--- src/rtl/register_bank_if.sv ---
// Operand-read, write-back and issue signals shared by decode, write-back and the register bank.
interface register_bank_if #(
    parameter int WIDTH      = 32,
    parameter int ADDR_WIDTH = 5
);
    logic [ADDR_WIDTH-1:0] rs1_addr;
    logic [ADDR_WIDTH-1:0] rs2_addr;
    logic [WIDTH-1:0]      rs1_data;
    logic [WIDTH-1:0]      rs2_data;
    logic                  rs1_busy;
    logic                  rs2_busy;
    logic                  rd_we;
    logic [ADDR_WIDTH-1:0] rd_addr;
    logic [WIDTH-1:0]      rd_data;
    logic                  issue_valid;
    logic [ADDR_WIDTH-1:0] issue_rd;
    logic                  any_busy;

    modport master (
        output rs1_addr, rs2_addr, rd_we, rd_addr, rd_data, issue_valid, issue_rd,
        input  rs1_data, rs2_data, rs1_busy, rs2_busy, any_busy
    );

    modport slave (
        input  rs1_addr, rs2_addr, rd_we, rd_addr, rd_data, issue_valid, issue_rd,
        output rs1_data, rs2_data, rs1_busy, rs2_busy, any_busy
    );
endinterface

--- src/rtl/register_bank.sv ---
// Integer register file: two combinational read ports with write-back bypass,
// one write port, and a per-register pending-write scoreboard. x0 reads as zero.
module register_bank #(
    parameter int WIDTH      = 32,
    parameter int ADDR_WIDTH = 5
) (
    input  logic           clk,
    input  logic           reset,
    register_bank_if.slave bus
);
    localparam int DEPTH = 2 ** ADDR_WIDTH;

    logic [WIDTH-1:0] regs [DEPTH];
    logic [DEPTH-1:0] pending;
    logic [DEPTH-1:0] pending_next;

    logic wr_en;
    logic set_en;
    logic rs1_hit;
    logic rs2_hit;

    assign wr_en   = bus.rd_we && (bus.rd_addr != '0);
    assign set_en  = bus.issue_valid && (bus.issue_rd != '0);
    assign rs1_hit = wr_en && (bus.rd_addr == bus.rs1_addr);
    assign rs2_hit = wr_en && (bus.rd_addr == bus.rs2_addr);

    always_ff @(posedge clk or posedge reset) begin
        if (reset) begin
            for (int i = 0; i < DEPTH; i++) begin
                regs[i] <= '0;
            end
        end else if (wr_en) begin
            regs[bus.rd_addr] <= bus.rd_data;
        end
    end

    // Set is applied after clear so a newer issuing producer wins a collision.
    always_comb begin
        pending_next = pending;
        if (wr_en) begin
            pending_next[bus.rd_addr] = 1'b0;
        end
        if (set_en) begin
            pending_next[bus.issue_rd] = 1'b1;
        end
        pending_next[0] = 1'b0;
    end

    always_ff @(posedge clk or posedge reset) begin
        if (reset) begin
            pending <= '0;
        end else begin
            pending <= pending_next;
        end
    end

    always_comb begin
        bus.rs1_data = '0;
        bus.rs2_data = '0;
        if (bus.rs1_addr != '0) begin
            bus.rs1_data = rs1_hit ? bus.rd_data : regs[bus.rs1_addr];
        end
        if (bus.rs2_addr != '0) begin
            bus.rs2_data = rs2_hit ? bus.rd_data : regs[bus.rs2_addr];
        end
    end

    // pending[0] is never set, so index 0 is never busy without an extra term.
    assign bus.rs1_busy = pending[bus.rs1_addr] && !rs1_hit;
    assign bus.rs2_busy = pending[bus.rs2_addr] && !rs2_hit;
    assign bus.any_busy = |pending;
endmodule

--- src/flat_wrapper.sv ---
// flat-port wrapper written by rule: the top's interface ports become plain ports
module register_bank_flat 
#(
    parameter int WIDTH      = 32,
    parameter int ADDR_WIDTH = 5
)
  (clk, reset, bus_rs1_addr, bus_rs2_addr, bus_rd_we, bus_rd_addr, bus_rd_data, bus_issue_valid, bus_issue_rd, bus_rs1_data, bus_rs2_data, bus_rs1_busy, bus_rs2_busy, bus_any_busy);
  register_bank_if #(.WIDTH(WIDTH), .ADDR_WIDTH(ADDR_WIDTH)) bus_i ();
  input  logic clk;
  input  logic reset;
  input wire logic [$bits(bus_i.rs1_addr)-1:0] bus_rs1_addr;
  input wire logic [$bits(bus_i.rs2_addr)-1:0] bus_rs2_addr;
  input wire logic [$bits(bus_i.rd_we)-1:0] bus_rd_we;
  input wire logic [$bits(bus_i.rd_addr)-1:0] bus_rd_addr;
  input wire logic [$bits(bus_i.rd_data)-1:0] bus_rd_data;
  input wire logic [$bits(bus_i.issue_valid)-1:0] bus_issue_valid;
  input wire logic [$bits(bus_i.issue_rd)-1:0] bus_issue_rd;
  output wire logic [$bits(bus_i.rs1_data)-1:0] bus_rs1_data;
  output wire logic [$bits(bus_i.rs2_data)-1:0] bus_rs2_data;
  output wire logic [$bits(bus_i.rs1_busy)-1:0] bus_rs1_busy;
  output wire logic [$bits(bus_i.rs2_busy)-1:0] bus_rs2_busy;
  output wire logic [$bits(bus_i.any_busy)-1:0] bus_any_busy;
  assign bus_i.rs1_addr = bus_rs1_addr;
  assign bus_i.rs2_addr = bus_rs2_addr;
  assign bus_i.rd_we = bus_rd_we;
  assign bus_i.rd_addr = bus_rd_addr;
  assign bus_i.rd_data = bus_rd_data;
  assign bus_i.issue_valid = bus_issue_valid;
  assign bus_i.issue_rd = bus_issue_rd;
  assign bus_rs1_data = bus_i.rs1_data;
  assign bus_rs2_data = bus_i.rs2_data;
  assign bus_rs1_busy = bus_i.rs1_busy;
  assign bus_rs2_busy = bus_i.rs2_busy;
  assign bus_any_busy = bus_i.any_busy;
  register_bank #(.WIDTH(WIDTH), .ADDR_WIDTH(ADDR_WIDTH)) u_core (.clk(clk), .reset(reset), .bus(bus_i));
endmodule
--- config.mk ---
export PLATFORM = sky130hd
export DESIGN_NAME = register_bank_flat
export DESIGN_NICKNAME = d
export VERILOG_FILES = /design/src/rtl/register_bank_if.sv /design/src/rtl/register_bank.sv /design/src/flat_wrapper.sv
export SDC_FILE = /design/constraint.sdc
export NUM_CORES = 2
export LEC_CHECK = 0
export BUFFER_PORTS_ARGS = -buffer_cell sky130_fd_sc_hd__buf_4
export CORE_MARGIN = 10
export CORE_UTILIZATION = 55
export DETAILED_ROUTE_END_ITERATION = 10
export PLACE_DENSITY = 0.74
export SETUP_SLACK_MARGIN = 0.4
export SLEW_MARGIN = 20
export SYNTH_ARGS = -nofsm -noshare
export SYNTH_HDL_FRONTEND = slang
export SYNTH_SLANG_ARGS = --single-unit
--- constraint.sdc ---
create_clock -name clk -period 36 [get_ports clk]
set_input_delay 7.2 -clock clk [delete_from_list [all_inputs] [get_ports clk]]
set_output_delay 7.2 -clock clk [all_outputs]
set_load 0.02 [all_outputs]
==> summary.md <==
| Metric | Value |
|---|---|
| Worst-margin pin slew | 1276 ps |
| Final ANT Viol Nets | 0 |
| Number of remaining DRC errors | 0 |
| Cell count after synthesis | 4,089 |
| Top_reg_cell synth | dfrtp_1 |
| Hold path depth | 0 |
| Chip height | 342.3 um |
| P per Cell Area | 57.30 mW/mm^2 |
| Yosys reg bits | 1,055 |
| Via count | 40.06k |
| DR WL/cell | 35.43 um |
| Worst Path Required | 28,800 ps |
| Longest Clk Path Bufs | 3 |
| Port Buffers | 122 |
| First drt pass iteration count | 7 |
| DP Wirelength | 110,000 um |
| Final Cycle Share | 52.80% |
| Crit Path Class | in -> out |
| Leakage Power | 27.36 nW |
| Worst path depth | 9 |
| Slowest CP cell | or3b_2 |
| Critical Path AT | 11,810 ps |
| Setup ws final | 16,990 ps |
| Clock Skew | 0 ps |
| Vias/cell | 7.344 |
| Peak supply drop | 0.00004823 V |
| Setup_tns | 0 ps |
| Hold_buf cts | 0 |
| Number of global-route vias before repair | 40.15k |
| Register area share after synthesis | 46.22% |
| Max Slew Vio Count | 0 |
| Buf/Inv on CP | 4 |
| Post-CTS Resized | 0 |
| Setup Slack @ Placement | 17,260 ps |
| Achievable Freq | 52.61 MHz |
| First-pass GRT wire length | 282,300 um |
| EDFF count, synth | 0 |
| Largest delay share family, worst path | buffers and inverters |
| Max-cap violations | 0 |
| Post-Syn Area | 0.05712 mm^2 |
| Crit Path Max Fanout | 56 |
| Final min period | 19,010 ps |
| Min-Delay Path Class | reg -> reg |
| Async SR Flop Fraction | 100.0% |
| Crit. End Element | output port |
| Std cell rows | 118 |
| Worst-path clk slew | 60 ps |
| CTS tree | done |
| CP dominant cell by count | buf_4 |
| Largest net degree at the start of global routing | 170 |
| # nets final | 4,028 |
| R2R depth | 1 |
| Number of fill cells | 7,841 |
| Startpoint Class | input pin |
| Post-CTS Repair Setup Buffers | 0 |
| Final Hold Fails | 0 |
| Worst-path cell chain | buf_6 > buf_4 > buf_4 > or3b_2 > o22ai_1 > a2111oi_0 > a311oi_1 > a21oi_1 > buf_4 |
| Clock Latency Late Sink | 710 ps |
| Core ar. | 0.1033 mm^2 |
| Run status | completed |
| Seq. cell area | 0.02640 mm^2 |
| Fraction of layout cells with a size suffix above 1 | 47.68% |
| Die W | 342.3 um |
| Full die area | 0.1171 mm^2 |
| CTS root buffer | clkbuf_16 |
| Synth-to-layout area growth | 9.853% |
| Initial Util | 55.27% |
| Gr usage total | 32.58% |
| Drt initial violations | 5,218 |
| CTS sink cnt | 1,055 |
| Placer congestion estimate | 0.8514 |
| RSZ-0062 raised after global routing | false |
| H-tree lvl count | 3 |
| Rel. slew slack | 14.64% |
| Synth unique cells | 63 |
| Avg Inst Size Synth | 13.97 um^2 |
| Final-report setup violation count | 0 |
| Ys Warns | 0 |
| CTS Buf Count | 112 |
| Initial antenna violation count | 10 |
| DRT Wirelength | 193,300 um |
| Worst path max stage delay | 1020 ps |
| Syn_nets | 4,145 |
| Footprint of the multi-input gates | 0.02874 mm^2 |
| GRT Residual Overflow | 0 |
| Ports | 123 |
==> area by class of cell <==
type                    count  area share [%]
clock buffers             163           5.482
flip-flops and latches   1055           42.07
well taps                1380           2.752
diodes                      6         0.02393
repair buffers            220           2.770
inverters                  12         0.07777
clock inverters            48           1.027
multi-input cells        2571           45.79
==> synthesized netlist by cell type (32+ instances only) <==
library cell	instances	area, um^2
mux4_2	382	8603
mux2i_1	215	2152
buf_2	118	590.6
nand2_1	69	259.0
nor2_1	108	405.4
dfrtp_1	1055	26400
a21oi_1	36	180.2
a22o_1	32	280.3
a211oi_1	37	277.8
clkbuf_1	221	829.6
a22oi_1	44	330.3
mux2_2	1076	12120
o22ai_1	119	744.5
a221oi_1	50	437.9
o21ai_0	88	440.4
buf_4	45	337.8
nor4_1	51	319.1
buf_1	48	180.2
==> metrics by stage <==
stage          total power [W]  hold WS (ps)  instance area [um^2]  utilization [%]  std cells
2_1_floorplan         0.002112         438.3                 57120                -       4089
4_1_cts               0.003583         396.5                 62680            60.65       5447
6_report              0.003595         394.5                 62750            60.71       5455
5_1_grt               0.003719         406.4                 62750            60.71       5454
3_5_place_dp          0.002322         383.3                 58600            56.70       5236
3_3_place_gp          0.002288         376.3                 58600            56.70       5236
==> kinds of logic after synthesis <==
group | after synthesis | synth area share [%]
multiplexers | 1673 | 40.04
flip-flops | 1055 | 46.22
AO/OA/AOI/OAI | 501 | 6.214
buffers and inverters | 463 | 3.846
AND/OR/NAND/NOR | 387 | 3.524
XOR/XNOR | 10 | 0.1533
==> where the power goes <==
group,switching (W),total [W],internal [W]
clock network,0.000504,0.00127,0.000767
logic,0.000324,0.000738,0.000414
registers,0.000174,0.00159,0.00141
total,0.00100,0.00360,0.00259
==> flip-flops by register name (all words and copies together) (netlist names) <==
signal and flops:
u_core.pending 31, u_core.regs 1024
==> cell usage in the layout (no fill, tap or decap), drive strengths merged, types with 12 or more instances in the layout <==
cell | Yosys | routed
nor4 | 51 | 51
o21ai | 88 | 88
nand2 | 69 | 69
nor2b | 29 | 29
mux4 | 382 | 382
a22o | 32 | 32
bufinv | 0 | 15
mux2 | 1076 | 1076
mux2i | 215 | 215
dfrtp | 1055 | 1055
inv | 12 | 12
nor3 | 28 | 28
clkbuf | 221 | 164
buf | 230 | 219
a21oi | 36 | 36
nand2b | 22 | 22
nor3b | 16 | 16
o22ai | 119 | 119
a211oi | 37 | 37
nor2 | 108 | 108
a22oi | 44 | 44
a2111oi | 16 | 16
a221o | 29 | 29
clkinv | 0 | 29
a221oi | 50 | 50
==> path summary, 6_finish.rpt <==
| check | from | to | slack (ps) |
|---|---|---|---|
| worst max-delay path | bus_rs1_addr[1] | bus_rs1_data[27] | 16990 |
| worst min-delay path | u_core.regs[1001] | u_core.regs[1001] | 390 |
| worst max register to register | u_core.regs[302] | u_core.regs[302] | 35180 |
| worst min register to register | u_core.regs[1001] | u_core.regs[1001] | 390 |
| max in group asynchronous | reset | u_core.regs[26] | 25690 |
| min in group asynchronous | reset | u_core.regs[158] | 6620 |
==> per-layer routing <==
| layer | share of wire (%) | wire length (um) | GRT usage (%) | vias to the layer above |
|---|---|---|---|---|
| met2 | 45 | 86180 | 48.39 | 2613 |
| li1 | - | - | - | 15553 |
| met3 | 11 | 21510 | 8.553 | 661 |
| met5 | 0.029 | 56 | 0 | - |
| met4 | 6.2 | 11950 | 17.47 | 8 |
| met1 | 38 | 73570 | 43.65 | 21224 |
Power figures use the tool's default switching activity.
